[src/rtl/pipelined_add_sub.sv]
// Purpose     : WIDTH-bit two's-complement adder/subtractor split into CHUNK-bit
//               ripple segments, one register stage per segment.
// Latency     : STAGES = WIDTH/CHUNK cycles; one operation accepted per clock.
// Backpressure: none; a valid bit travels with each operation, bubbles hold outputs.
//
// Ports
//   iClk    clock, rising edge
//   iRst    synchronous active-high reset; clears every register
//   iValid  operation present this cycle
//   iSub    0 = A + B + iC, 1 = A - B - iC
//   iA, iB  operands (WIDTH bits)
//   iC      carry-in (add) / borrow-in (subtract)
//   oValid  result present this cycle
//   oS      result, modulo 2^WIDTH
//   oC      carry out of the MSB (subtract: 1 = no borrow)
//   oOv     signed overflow
//   oZ      oS == 0
module pipelined_add_sub #(
    parameter int WIDTH = 16,
    parameter int CHUNK = 4
) (
    input  logic             iClk,
    input  logic             iRst,
    input  logic             iValid,
    input  logic             iSub,
    input  logic [WIDTH-1:0] iA,
    input  logic [WIDTH-1:0] iB,
    input  logic             iC,
    output logic             oValid,
    output logic [WIDTH-1:0] oS,
    output logic             oC,
    output logic             oOv,
    output logic             oZ
);

    localparam int STAGES = WIDTH / CHUNK;
    // Number of intermediate (non-output) register stages; kept at least 1 so
    // the arrays below stay legal when the block collapses to a single stage.
    localparam int NMID   = (STAGES > 1) ? STAGES - 1 : 1;

    if ((WIDTH % CHUNK) != 0 || STAGES < 1) begin : g_bad_param
        $error("pipelined_add_sub: WIDTH must be a non-zero multiple of CHUNK");
    end

    // One full-adder cell: returns {carry_out, sum}.
    function automatic logic [1:0] full_add(input logic a, input logic b, input logic ci);
        logic s;
        logic co;
        s  = a ^ b ^ ci;
        co = (a & b) | (ci & (a ^ b));
        return {co, s};
    endfunction

    // Ripple of CHUNK full-adder cells.
    // Returns {carry out of chunk MSB, carry into chunk MSB, chunk sum}; the
    // middle bit is only consumed by the final stage for signed overflow.
    function automatic logic [CHUNK+1:0] ripple_chunk(input logic [CHUNK-1:0] a,
                                                      input logic [CHUNK-1:0] b,
                                                      input logic             ci);
        logic [CHUNK:0]   cy;
        logic [CHUNK-1:0] s;
        logic [1:0]       fa;
        cy[0] = ci;
        s     = '0;
        for (int i = 0; i < CHUNK; i++) begin
            fa        = full_add(a[i], b[i], cy[i]);
            s[i]      = fa[0];
            cy[i+1]   = fa[1];
        end
        return {cy[CHUNK], cy[CHUNK-1], s};
    endfunction

    // Intermediate stage k holds an operation whose chunks 0..k are finished.
    // The upper chunks of mid_a/mid_b act as the operand skew lines (chunk j
    // waits j cycles before its adder uses it); the finished lower chunks of
    // mid_s act as the deskew lines so every chunk leaves together. Consumed
    // operand chunks and not-yet-computed sum chunks are never read.
    logic [NMID-1:0]            mid_vld_q, mid_vld_d;
    logic [NMID-1:0]            mid_cy_q,  mid_cy_d;
    logic [NMID-1:0][WIDTH-1:0] mid_a_q,   mid_a_d;
    logic [NMID-1:0][WIDTH-1:0] mid_b_q,   mid_b_d;
    logic [NMID-1:0][WIDTH-1:0] mid_s_q,   mid_s_d;

    // Final stage doubles as the output register.
    logic             out_vld_q, out_vld_d;
    logic [WIDTH-1:0] out_s_q,   out_s_d;
    logic             out_c_q,   out_c_d;
    logic             out_ov_q,  out_ov_d;
    logic             out_z_q,   out_z_d;

    // Per-stage working values, reused for every stage in the loop below.
    logic [WIDTH-1:0] b_eff;
    logic             cin;
    logic             in_v;
    logic [WIDTH-1:0] in_a;
    logic [WIDTH-1:0] in_b;
    logic             in_c;
    logic [WIDTH-1:0] in_s;
    logic [WIDTH-1:0] nxt_s;
    logic [CHUNK+1:0] rc;
    int               kp;
    int               kc;

    always_comb begin
        mid_vld_d = '0;
        mid_cy_d  = mid_cy_q;
        mid_a_d   = mid_a_q;
        mid_b_d   = mid_b_q;
        mid_s_d   = mid_s_q;
        out_vld_d = 1'b0;
        out_s_d   = out_s_q;
        out_c_d   = out_c_q;
        out_ov_d  = out_ov_q;
        out_z_d   = out_z_q;

        // Subtract is A + ~B + 1 with the borrow-in folded into the carry-in:
        // iC=1 in subtract mode removes the +1, giving A - B - 1.
        b_eff = iSub ? ~iB : iB;
        cin   = iC ^ iSub;

        in_v  = 1'b0;
        in_a  = '0;
        in_b  = '0;
        in_c  = 1'b0;
        in_s  = '0;
        nxt_s = '0;
        rc    = '0;
        kp    = 0;
        kc    = 0;

        for (int k = 0; k < STAGES; k++) begin
            // Clamped indices keep every select in range for any STAGES.
            kp = (k > 0) ? k - 1 : 0;
            kc = (k < NMID) ? k : 0;

            if (k == 0) begin
                in_v = iValid;
                in_a = iA;
                in_b = b_eff;
                in_c = cin;
                in_s = '0;
            end else begin
                in_v = mid_vld_q[kp];
                in_a = mid_a_q[kp];
                in_b = mid_b_q[kp];
                in_c = mid_cy_q[kp];
                in_s = mid_s_q[kp];
            end

            rc    = ripple_chunk(in_a[k*CHUNK +: CHUNK], in_b[k*CHUNK +: CHUNK], in_c);
            nxt_s = in_s;
            nxt_s[k*CHUNK +: CHUNK] = rc[CHUNK-1:0];

            if (k < STAGES - 1) begin
                // Valid always advances; data only loads behind a valid bit.
                mid_vld_d[kc] = in_v;
                if (in_v) begin
                    mid_a_d[kc]  = in_a;
                    mid_b_d[kc]  = in_b;
                    mid_cy_d[kc] = rc[CHUNK+1];
                    mid_s_d[kc]  = nxt_s;
                end
            end else begin
                out_vld_d = in_v;
                if (in_v) begin
                    out_s_d  = nxt_s;
                    out_c_d  = rc[CHUNK+1];
                    // Overflow: carry into the MSB differs from carry out of it.
                    out_ov_d = rc[CHUNK+1] ^ rc[CHUNK];
                    out_z_d  = ~|nxt_s;
                end
            end
        end
    end

    always_ff @(posedge iClk) begin
        if (iRst) begin
            mid_vld_q <= '0;
            mid_cy_q  <= '0;
            mid_a_q   <= '0;
            mid_b_q   <= '0;
            mid_s_q   <= '0;
            out_vld_q <= 1'b0;
            out_s_q   <= '0;
            out_c_q   <= 1'b0;
            out_ov_q  <= 1'b0;
            out_z_q   <= 1'b0;
        end else begin
            mid_vld_q <= mid_vld_d;
            mid_cy_q  <= mid_cy_d;
            mid_a_q   <= mid_a_d;
            mid_b_q   <= mid_b_d;
            mid_s_q   <= mid_s_d;
            out_vld_q <= out_vld_d;
            out_s_q   <= out_s_d;
            out_c_q   <= out_c_d;
            out_ov_q  <= out_ov_d;
            out_z_q   <= out_z_d;
        end
    end

    assign oValid = out_vld_q;
    assign oS     = out_s_q;
    assign oC     = out_c_q;
    assign oOv    = out_ov_q;
    assign oZ     = out_z_q;

endmodule
[config.mk]
export PLATFORM = sky130hd
export DESIGN_NAME = pipelined_add_sub
export DESIGN_NICKNAME = d
export VERILOG_FILES = /design/src/rtl/pipelined_add_sub.sv
export SDC_FILE = /design/constraint.sdc
export NUM_CORES = 1
export LEC_CHECK = 0
export BUFFER_PORTS_ARGS = -buffer_cell sky130_fd_sc_hd__buf_2
export CAP_MARGIN = 20
export CORE_ASPECT_RATIO = 1.1
export CORE_UTILIZATION = 55
export CTS_BUF_LIST = sky130_fd_sc_hd__clkbuf_16
export DETAILED_ROUTE_END_ITERATION = 10
export PLACE_DENSITY = 0.79
export SYNTH_ARGS = -nofsm -noshare
export SYNTH_HDL_FRONTEND = slang
export SYNTH_SLANG_ARGS = --single-unit
export TNS_END_PERCENT = 30
[constraint.sdc]
create_clock -name iClk -period 4.8 [get_ports iClk]
set_input_delay 1.2 -clock iClk [delete_from_list [all_inputs] [get_ports iClk]]
set_output_delay 1.2 -clock iClk [all_outputs]
set_load 0.03 [all_outputs]
# Word level (Yosys, flattened, before mapping)
# Index checks and enable logic that the tools add are counted.
totals:
  register_bits: 146
  latchBits: 0
  ram_bits: 0
  rom_bits: 0
  in_bits: 37
  output_inout_bits: 20
  wordCells: 104
  n_memories: 0
classes:
  addsub: 0
  mul: 0
  div: 0
  magnitude_cmp: 0
  n_eq_ne: 0
  shifts: 0
  muxes: 1
  bitwise: 83
  n_reduce_logical: 2
ops:
  columns: ["cell", "n"]
  rows:
  - ["bitwise XOR 1 bit", 34]
  - ["bitwise AND 1 bit", 32]
  - ["2-to-1 mux 16 bit", 1]
  - ["NOT 16 bit", 1]
  - ["OR 1 bit", 16]
  - ["OR reduction 16 bit", 1]
  - ["logical NOT 1 bit", 1]

# Depth between registers and ports, before layout
# Gate-level depths: netlist of the first run.
logic_depth:
  ltp_word: 11
  mapped_depth: 10

# Worst setup path after synthesis of the first run
# No wires, ideal clock.
synth_path:
  kind: "in2reg"
  from: "in iSub"
  to: "reg mid_s_q[3] (netlist name)"
  setup_time_ps: 128
  arrival_ps: 3368
  required_ps: 4672
  setup_slack_ps: 1304
  path_stages: 10
  n_path_buf: 2
  cell_sequence: "buf_6 > buf_12 > xnor2_1 > fa_1 > fa_1 > fa_1 > inv_1 > fa_1 > mux2i_1 > nor2_1"
synth_between:
  elab_chain_cells: 9
  word_cells_on_any_way: 16
  classes_between: "mux: 1; bitwise: 15"
synth_rtl:
  columns: ["item", "line_no", "rtl"]
  rows:
  - ["start: declaration", "25", "input logic iSub,"]
  - ["2-to-1 mux 16 bit", "118", "b_eff = iSub ? ~iB : iB;"]
  - ["bitwise XOR 1 bit", "50", "co = (a & b) | (ci & (a ^ b));"]
  - ["bitwise AND 1 bit", "50", null]
  - ["OR 1 bit", "50", null]
  - ["bitwise AND 1 bit", "50", null]
  - ["OR 1 bit", "50", null]
  - ["bitwise AND 1 bit", "50", null]
  - ["OR 1 bit", "50", null]
  - ["bitwise XOR 1 bit *", "49", "s = a ^ b ^ ci;"]
  - ["end signal: assignment", "193", "mid_s_q <= mid_s_d;"]
  - ["end: declaration", "82", "logic [NMID-1:0][WIDTH-1:0] mid_s_q, mid_s_d;"]
# Mark *: on every way between the ends. The rest lies on a longest branch, timed or not.
# A chain may end at the register's enable or synchronous reset.

# Worst setup path in the final report of the first run
# Same ends and word-level chain as after synthesis.

==> results of run 1 <==
logic make-up (layout without fill, tap and decap cells):
kind of cell / count (synthesis) / count (layout)
adders and majority gates: 16 / 16
muxes: 69 / 69
buffers and inverters: 52 / 101
and+or+nand+nor: 103 / 103
DFF: 98 / 98
AOI/OAI and AO/OA: 25 / 25
xor gates and xnor gates: 18 / 18
sequential cells by signal (all words and copies together), names as in the netlist:
signal and cells:
oS 16, oValid 1, in_a 4, in_s 12, mid_vld_q 3, mid_cy_q 3
in_b 4, mid_a_q 20, mid_b_q 20, oC 1, oZ 1, mid_s_q 12
oOv 1
metrics by stage:
stage                     std cells  hold WS (ps)  worst slack, ps
after floorplan                 381           456             1300
after global placement          499           451             1350
after detailed placement        499           461             1260
after CTS                       515           476             1560
after global routing            515           499             1460
final                           515           472             1560
metal layers:
metal | up-vias | GRT usage, % | share of wire (%)
li1 | 1328 | - | -
met1 | 1202 | 26.0 | 48
met2 | 47 | 30.1 | 46
met3 | 9 | 4.27 | 3.6
met4 | 0 | 8.48 | 1.6
met5 | - | 0 | 0
worst max path at each step:
stage          start                       to  slack (ps)  depth (start not counted)
3_5_place_dp    iSub  mid_s_q[3]$_SDFFE_PP0P_        1260                          9
2_1_floorplan   iSub  mid_s_q[3]$_SDFFE_PP0P_        1300                         10
5_1_grt         iSub  mid_s_q[3]$_SDFFE_PP0P_        1460                          9
4_1_cts         iSub  mid_s_q[3]$_SDFFE_PP0P_        1560                          9
6_report        iSub  mid_s_q[3]$_SDFFE_PP0P_        1560                          9
3_3_place_gp    iSub  mid_s_q[3]$_SDFFE_PP0P_        1350                          9
power by group:
group	switching (mW)	internal [mW]
logic	0.0791	0.0678
registers	0.0214	0.846
clock network	0.293	0.455
cells in the mapped netlist:
cell type                  instances  area share [%]
sky130_fd_sc_hd__buf_1             1           0.094
sky130_fd_sc_hd__mux2i_1          69              17
sky130_fd_sc_hd__and3_1            1            0.16
sky130_fd_sc_hd__nor2_1           94             8.8
sky130_fd_sc_hd__a211oi_1         24             4.5
sky130_fd_sc_hd__inv_1            25             2.3
sky130_fd_sc_hd__clkbuf_1          6            0.56
sky130_fd_sc_hd__xor2_1            1            0.22
sky130_fd_sc_hd__dfxtp_1          98              49
sky130_fd_sc_hd__nor4_1            3            0.47
sky130_fd_sc_hd__buf_2            11             1.4
sky130_fd_sc_hd__a32o_1            1            0.25
sky130_fd_sc_hd__fa_1             16             8.0
sky130_fd_sc_hd__xnor2_1          17             3.7
sky130_fd_sc_hd__buf_4             5            0.94
sky130_fd_sc_hd__nor2b_1           4            0.63
sky130_fd_sc_hd__buf_6             3            0.84
sky130_fd_sc_hd__nor4bb_1          1            0.25
sky130_fd_sc_hd__buf_12            1            0.50
final cells by class:
type | instances | share of cell area (%)
inverters | 25 | 2.06
clock inverters | 7 | 2.03
multi-input cells | 231 | 38.8
flip-flops and latches | 98 | 43.0
well taps | 85 | 2.33
repair buffers | 60 | 6.80
clock buffers | 9 | 4.94
worst max-delay path, cell delays in order:
cell and delay [ps]:
sky130_fd_sc_hd__buf_2 140, sky130_fd_sc_hd__xnor2_1 150, sky130_fd_sc_hd__fa_1 420, sky130_fd_sc_hd__fa_1 400, sky130_fd_sc_hd__fa_1 370, sky130_fd_sc_hd__inv_1 80
sky130_fd_sc_hd__fa_1 420, sky130_fd_sc_hd__mux2i_1 160, sky130_fd_sc_hd__nor2_1 80
==> impl_metrics.csv, run 1 <==
group,metric,value,unit
yosys,post_synth_num_cell_types,19,
drt,routed_wire_length_per_instance,13.2,um
yosys,synth_warnings,0,
yosys,synthesis.area,0.00400,mm2
worst_setup_path,worst_r2r_startpoint,"mid_cy_q[2]$_SDFFE_PP0P_",
drt,route.vias.total,2586,
cts,cts_made_buffers,9,
pwr,p_per_area,386,mW/mm2
cts,clkTransAtPathRegs,60,ps
yosys,synthesis.instances,381,
worst_setup_path,setup.worst_path.end_class,"flop",
cells_and_area,fillerInstances,545,
pwr,irDropWorstVdd,0.269,mV
cts,clock_path_buffers,2,
yosys,synth-simple-area-share,10.3,%
global_routing,grt_start_max_net_pins,62,
floorplanning,core_area,0.00701,mm2
yosys,post_synth_xor_area_fraction,3.94,%
cells_and_area,mostFrequentLayoutCell,"sky130_fd_sc_hd__dfxtp_1",
worst_setup_path,crit_path_start_kind,"input port",
cells_and_area,final_net_count,478,
cells_and_area,final_core_utilization,65.1,%
worst_setup_path,cp.required,4970,ps
yosys,yosys.area_share.adder,8.01,%
floorplanning,floorplan.die.width,83.3,um
timing,pin_slew_with_the_least_headroom_to_its_limit,1060,ps
placed_design,dpl_cell_area,0.00424,mm2
hold_path,worst_hold_path.endpoint,"oZ$_SDFFE_PP0P_",
floorplanning,placement_rows,32,
cells_and_area,diodes,0,
drt,via_per_inst,5.02,
hold_path,timing.hold.worst.class,"flop to flop",
cts,clk_root_buffer_cell,"sky130_fd_sc_hd__clkbuf_16",
worst_setup_path,reg2regPathDepth,10,
worst_setup_path,r2r-end,"oZ$_SDFFE_PP0P_",
cts,cts-resized-gates,0,
cts,tritoncts,"done",
job,max_cap_violations,0,
timing,setup_violations,0,
drt,number_of_remaining_drc_errors,0,
cts,hold_buffers,0,
cells_and_area,final_layout_size_suffix_gt1_share,17.2,%
timing,worst_slew_margin_rel,29.4,%
cts,clkLatencyLatePin,330,ps
global_routing,remaining_overflow_grt,0,
cts,htree_num_levels,3,
pwr,power.leakage,1.88,nW
placed_design,post-dp-hpwl,4.45,mm
cells_and_area,seqCellArea,0.00196,mm2
yosys,complex_gate_fraction_of_the_synthesized_area,4.75,%
floorplanning,die-area,0.00762,mm2
cells_and_area,area_growth,14.0,%
global_routing,first_global_vias,2505,
worst_setup_path,critical_path_class,"input port to flop",
cts,clock_sink_count,98,
placed_design,gp_routability_congestion,0.748,
timing,post-route-min-period,3240,ps
yosys,syn_area_per_cell,10.5,um2
drt,drt_antenna_net_count,0,
drt,dr.pass1.iters,4,
pwr,finalPower,1.76,mW
hold_path,hold_start,"oZ$_SDFFE_PP0P_",
timing,share_of_the_clock_period_used_by_the_worst_path,67.5,%
floorplanning,floorplan.initialDensity,57.1,%
timing,timing.setup.tns,0,ps
timing,final-max-slew-violation-count,0,
floorplanning,die_h,91.4,um
drt,wl,6.81,mm
placed_design,buffer_ports.inserted,56,
timing,achievable-frequency,308,MHz
drt,dr.first_iter.drc_count,111,
cells_and_area,multi_input_area,0.00177,mm2
worst_setup_path,reg2reg_setup_slack,2200,ps
outcome,status,"finished clean",
hold_path,holdPathStages,1,
yosys,ys_seq_elements,98,
yosys,postSynthNetCount,434,
worst_setup_path,cp_data_arrival_time,3410,ps
cells_and_area,final_cell_mix,"98 x sky130_fd_sc_hd__dfxtp_1, 94 x sky130_fd_sc_hd__nor2_1, 69 x sky130_fd_sc_hd__mux2i_1",
global_routing,global_route.usage.total,19.4,%
timing,grt_setup_unrepaired,"false",
cells_and_area,final_area,0.00456,mm2
worst_setup_path,cp_max_fo,3,
global_routing,antenna_violations_before_repair,0,
yosys,ys_seq_area_share,49.0,%
timing,hold_violations,0,
yosys,synth_mux_area_share,17.3,%
global_routing,grt_pass1_wl,11.8,mm
floorplanning,boundaryPins,57,
timing,skew,3.92,ps
yosys,combinational_family_with_the_most_area_after_synthesis,"multiplexers",
cts,post_cts.repair.setup_buffers,0,
No activity file was read; power rests on OpenSTA's default activity.
==> inputs of run 2 (changes only) <==
- CORE_UTILIZATION: 55 -> 51
- PLACE_DENSITY: 0.79 -> 0.77
- clock period: 4.8 -> 2.73 ns (I/O delays scaled with it)
==> impl_metrics.csv, run 2 (synthesis gave the netlist of run 1 again) <==
group,metric,value,unit
outcome,status,"finished clean",
floorplanning,floorplan.initialDensity,53.2,%
cells_and_area,final_area,0.00458,mm2
cells_and_area,mostFrequentLayoutCell,"sky130_fd_sc_hd__dfxtp_1",
cells_and_area,final_net_count,481,
global_routing,globalRoute.busiestLayer,"met2",
placed_design,post-dp-hpwl,4.62,mm
cts,hold_buffers,0,
drt,route.vias.total,2604,
global_routing,globalRouteMet3Util,5.24,%
timing,share_of_the_clock_period_used_by_the_worst_path,93.7,%
cts,clkLatencyLatePin,330,ps
cts,tritoncts,"done",
worst_setup_path,cp_max_fo,2,
timing,setup_violations,0,
timing,worst_slew_margin_rel,27.9,%
worst_setup_path,setup.worst_path.end_class,"flop",
cells_and_area,final_cell_mix,"98 x sky130_fd_sc_hd__dfxtp_1, 94 x sky130_fd_sc_hd__nor2_1, 69 x sky130_fd_sc_hd__mux2i_1",
timing,post-route-min-period,2560,ps
global_routing,remaining_overflow_grt,0,
drt,dr.pass1.iters,4,
cells_and_area,area_growth,14.5,%
timing,pin_slew_with_the_least_headroom_to_its_limit,1080,ps
floorplanning,core_area,0.00751,mm2
floorplanning,die_h,94.9,um
placed_design,gp_routability_congestion,0.753,
cts,clkTransAtPathRegs,60,ps
global_routing,gr-usage-met2,27.9,%
floorplanning,placement_rows,33,
timing,grt_setup_unrepaired,"false",
cells_and_area,final_layout_size_suffix_gt1_share,18.2,%
drt,via_per_inst,4.84,
worst_setup_path,worst_r2r_startpoint,"mid_cy_q[2]$_SDFFE_PP0P_",
hold_path,timing.hold.worst.class,"flop to flop",
cts,clock_path_buffers,2,
cts,cts-resized-gates,0,
global_routing,global_route.usage.total,18.5,%
cts,clock_sink_count,98,
worst_setup_path,crit_startpoint,"mid_cy_q[2]$_SDFFE_PP0P_",
job,max_cap_violations,0,
drt,drt_antenna_net_count,0,
worst_setup_path,critical_path_class,"flop to flop",
hold_path,hold_start,"oZ$_SDFFE_PP0P_",
drt,number_of_remaining_drc_errors,0,
cts,htree_num_levels,3,
timing,final-max-slew-violation-count,0,
drt,wl,6.65,mm
cts,clk_root_buffer_cell,"sky130_fd_sc_hd__clkbuf_16",
cts,post_cts.repair.setup_buffers,0,
floorplanning,floorplan.die.width,86.4,um
cells_and_area,final_core_utilization,61.0,%
timing,timing.setup.tns,0,ps
pwr,p_per_area,650,mW/mm2
drt,routed_wire_length_per_instance,12.4,um
floorplanning,boundaryPins,57,
placed_design,dpl_cell_area,0.00430,mm2
global_routing,first_global_vias,2520,
worst_setup_path,cp_data_arrival_time,2780,ps
pwr,irDropWorstVdd,0.361,mV
timing,fin_ws,173,ps
floorplanning,die-area,0.00820,mm2
global_routing,grt_pass1_wl,11.7,mm
worst_setup_path,crit_path_start_kind,"flop",
timing,achievable-frequency,391,MHz
cells_and_area,fillerInstances,653,
drt,dr.first_iter.drc_count,74,
pwr,power.leakage,1.88,nW
timing,hold_violations,0,
global_routing,grt_start_max_net_pins,40,
global_routing,globalRouteMet1Util,25.0,%
cells_and_area,diodes,0,
global_routing,antenna_violations_before_repair,0,
placed_design,post-place-ws,-100,ps
cts,cts_made_buffers,9,
placed_design,buffer_ports.inserted,56,
worst_setup_path,cp.required,2950,ps
timing,skew,3.57,ps
run 2: cell types whose count changed in the layout (fill, tap and decap cells not counted), sizes merged:
| cell | delta |
|---|---|
| inv | -1 |
| bufinv | -1 |
| buf | +3 |
| clkinv | +2 |
run 2: path summary, 6_finish.rpt:
| check | to | cells past startpoint | slack [ps] |
|---|---|---|---|
| setup reg to reg | oZ$_SDFFE_PP0P_ | 10 | 170 |
| setup / recovery | oZ$_SDFFE_PP0P_ | 10 | 170 |
| hold / removal | oZ$_SDFFE_PP0P_ | 1 | 480 |
| hold reg to reg | oZ$_SDFFE_PP0P_ | 1 | 480 |
run 2: where the power goes:
part | switching [mW] | internal [mW]
Clock | 0.498 | 0.698
Sequential | 0.0400 | 1.49
Combinational | 0.133 | 0.121
run 2: layer usage:
metal  part of all wire [%]  wire (um)  vias up
li1                       -          -     1343
met1                     50       3350     1198
met2                     44       2920       51
met3                    3.9        256       12
met4                    1.8        119        0
met5                      0          0        -
run 2: layout make-up:
cell class	instances	area, um2	share of cell area, %
Clock inverter	7	60.1	1.31
Inverter	25	93.8	2.05
Sequential cell	98	1960	42.8
Clock buffer	9	225	4.92
Multi-Input combinational cell	231	1780	38.8
Tap cell	105	131	2.87
Timing Repair Buffer	63	333	7.26
run 2: per-stage QoR:
| step | power (mW) | instances | hold slack [ps] |
|---|---|---|---|
| floorplan | 1.75 | 381 | 456 |
| global placement | 1.80 | 522 | 458 |
| detailed placement | 1.81 | 522 | 462 |
| CTS | 3.01 | 538 | 477 |
| global route | 3.11 | 538 | 508 |
| finish | 2.98 | 538 | 475 |
run 2: critical path, stage by stage, from the launching register on:
cell and delay (ps):
sky130_fd_sc_hd__dfxtp_1 310, sky130_fd_sc_hd__inv_1 70, sky130_fd_sc_hd__fa_1 170, sky130_fd_sc_hd__inv_1 60
sky130_fd_sc_hd__fa_1 380, sky130_fd_sc_hd__fa_1 410, sky130_fd_sc_hd__inv_1 80, sky130_fd_sc_hd__fa_1 420
sky130_fd_sc_hd__nor4bb_1 150, sky130_fd_sc_hd__and3_1 170, sky130_fd_sc_hd__a32o_1 240
==> inputs of run 3 (changes only) <==
- PLACE_DENSITY: 0.77 -> 0.81
==> impl_metrics.csv, run 3 (synthesis gave the netlist of run 1 again) <==
group,metric,value,unit
cts,clk_root_buffer_cell,"sky130_fd_sc_hd__clkbuf_16",
timing,timing.setup.tns,0,ps
worst_setup_path,crit_slowest_cell,"sky130_fd_sc_hd__fa_1",
cells_and_area,layout.cells.non_filler,537,
timing,skew,7.11,ps
placed_design,post-place-ws,-138,ps
drt,via_per_inst,4.85,
pwr,comb_power_share,8.2,%
cts,cts_made_buffers,9,
drt,route.vias.total,2605,
timing,post-route-min-period,2590,ps
drt,dr.pass1.iters,4,
drt,drt_antenna_net_count,0,
cells_and_area,final_area,0.00464,mm2
global_routing,antenna_violations_before_repair,0,
cts,post_cts.repair.setup_buffers,0,
floorplanning,die_h,94.9,um
floorplanning,placement_rows,33,
worst_setup_path,path_cells,"inv_1 > fa_1 > inv_1 > fa_1 > fa_1 > inv_1 > fa_1 > nor4bb_1 > and3_1 > a32o_1",
timing,final-max-slew-violation-count,0,
worst_setup_path,critical_path_class,"flop to flop",
timing,hold_violations,0,
floorplanning,floorplan.initialDensity,53.2,%
cts,cts-resized-gates,0,
pwr,irDropWorstVdd,0.356,mV
cts,hold_buffers,0,
cells_and_area,final_net_count,480,
worst_setup_path,cp_data_arrival_time,2830,ps
worst_setup_path,critPathBufInv,3,
timing,pin_slew_with_the_least_headroom_to_its_limit,1040,ps
outcome,status,"finished clean",
pwr,internal_power,2.42,mW
cts,clkLatencyLatePin,340,ps
cells_and_area,mostFrequentLayoutCell,"sky130_fd_sc_hd__dfxtp_1",
timing,worst_slew_margin_rel,30.3,%
placed_design,gp_routability_congestion,0.741,
placed_design,buffer_ports.inserted,56,
floorplanning,die-area,0.00820,mm2
pwr,p_per_area,676,mW/mm2
timing,share_of_the_clock_period_used_by_the_worst_path,95.0,%
global_routing,global_route.usage.total,18.0,%
cts,tritoncts,"done",
timing,setup_violations,0,
placed_design,dpl_cell_area,0.00431,mm2
timing,fin_ws,136,ps
drt,wl,6.70,mm
drt,routed_wire_length_per_instance,12.5,um
global_routing,grt_pass1_wl,11.5,mm
pwr,p_seq_share,48.8,%
floorplanning,floorplan.die.width,86.4,um
job,max_cap_violations,0,
pwr,power_frac_clock,43.0,%
worst_setup_path,category_of_cells_accounting_for_the_largest_share_of_critical_path_delay,"adder cells",
floorplanning,core_area,0.00751,mm2
worst_setup_path,cp.required,2970,ps
cells_and_area,diodes,0,
cts,clock_sink_count,98,
placed_design,numPlacedInstances,521,
worst_setup_path,cp_max_fo,2,
cells_and_area,final_cell_mix,"98 x sky130_fd_sc_hd__dfxtp_1, 94 x sky130_fd_sc_hd__nor2_1, 69 x sky130_fd_sc_hd__mux2i_1",
worst_setup_path,cp_common_cell,"sky130_fd_sc_hd__fa_1",
hold_path,timing.hold.worst.class,"flop to flop",
global_routing,remaining_overflow_grt,0,
placed_design,post-dp-hpwl,4.76,mm
cells_and_area,final_layout_size_suffix_gt1_share,18.5,%
worst_setup_path,maximum_single_stage_delay_on_the_critical_path,420,ps
timing,achievable-frequency,386,MHz
drt,number_of_remaining_drc_errors,0,
worst_setup_path,crit_path_start_kind,"flop",
drt,dr.first_iter.drc_count,90,
timing,whs,479,ps
floorplanning,boundaryPins,57,
cells_and_area,area_growth,16.0,%
global_routing,grt_start_max_net_pins,58,
pwr,switching_power_total,714,uW
pwr,power_switching_share,22.8,%
cts,htree_num_levels,3,
worst_setup_path,setup.worst_path.end_class,"flop",
timing,grt_setup_unrepaired,"false",
global_routing,first_global_vias,2516,
pwr,power.leakage,1.90,nW
cts,clkTransAtPathRegs,70,ps
cts,clock_path_buffers,2,
run 3: cell count changes in the layout (fill, tap and decap cells not counted):
cell | before | now
sky130_fd_sc_hd__clkinv_4 | 0 | 3
sky130_fd_sc_hd__inv_6 | 0 | 1
sky130_fd_sc_hd__buf_4 | 7 | 4
sky130_fd_sc_hd__clkinv_1 | 2 | 0
sky130_fd_sc_hd__buf_12 | 0 | 2
sky130_fd_sc_hd__bufinv_16 | 1 | 2
sky130_fd_sc_hd__clkinv_2 | 3 | 0
run 3: power by group through the flow:
stage               registers (mW)  clock network (mW)  logic [mW]
floorplan                     1.55                   0       0.200
global placement              1.56                   0       0.246
detailed placement            1.56                   0       0.259
CTS                           1.53                1.37       0.261
global route                  1.54                1.43       0.290
finish                        1.53                1.35       0.258
run 3: path summary, 6_finish.rpt:
kind | start | to | slack, ps | depth (start not counted)
hold reg to reg | oC$_SDFFE_PP0P_ | oC$_SDFFE_PP0P_ | 480 | 2
hold / removal | oC$_SDFFE_PP0P_ | oC$_SDFFE_PP0P_ | 480 | 2
setup reg to reg | mid_cy_q[2]$_SDFFE_PP0P_ | oZ$_SDFFE_PP0P_ | 140 | 10
setup / recovery | mid_cy_q[2]$_SDFFE_PP0P_ | oZ$_SDFFE_PP0P_ | 140 | 10
run 3: cell type report:
class / count / area, um2
fill: 631 / 2870
sequential: 98 / 1960
multi-input combinational: 231 / 1780
timing repair buffer: 62 / 350
clock buffer: 9 / 225
tap: 105 / 131
clock inverter: 7 / 103
inverter: 25 / 93.8
run 3: tightest hold or removal path: stages, from the launching register on:
cell                       delay, ps
sky130_fd_sc_hd__dfxtp_1         310
sky130_fd_sc_hd__nor2_1           80
sky130_fd_sc_hd__a211oi_1         50
run 3: per-layer routing:
| layer | global-route usage, % | share of wire (%) |
|---|---|---|
| met1 | 23.1 | 47 |
| met2 | 29.6 | 47 |
| met3 | 2.97 | 3.3 |
| met4 | 8.33 | 1.8 |
| met5 | 0 | 0 |
run 3: per-stage QoR:
stage          total power, mW  utilization (%)
2_1_floorplan             1.75                -
3_3_place_gp              1.81             57.4
3_5_place_dp              1.82             57.4
4_1_cts                   3.16             61.8
5_1_grt                   3.25             61.8
6_report                  3.14             61.8
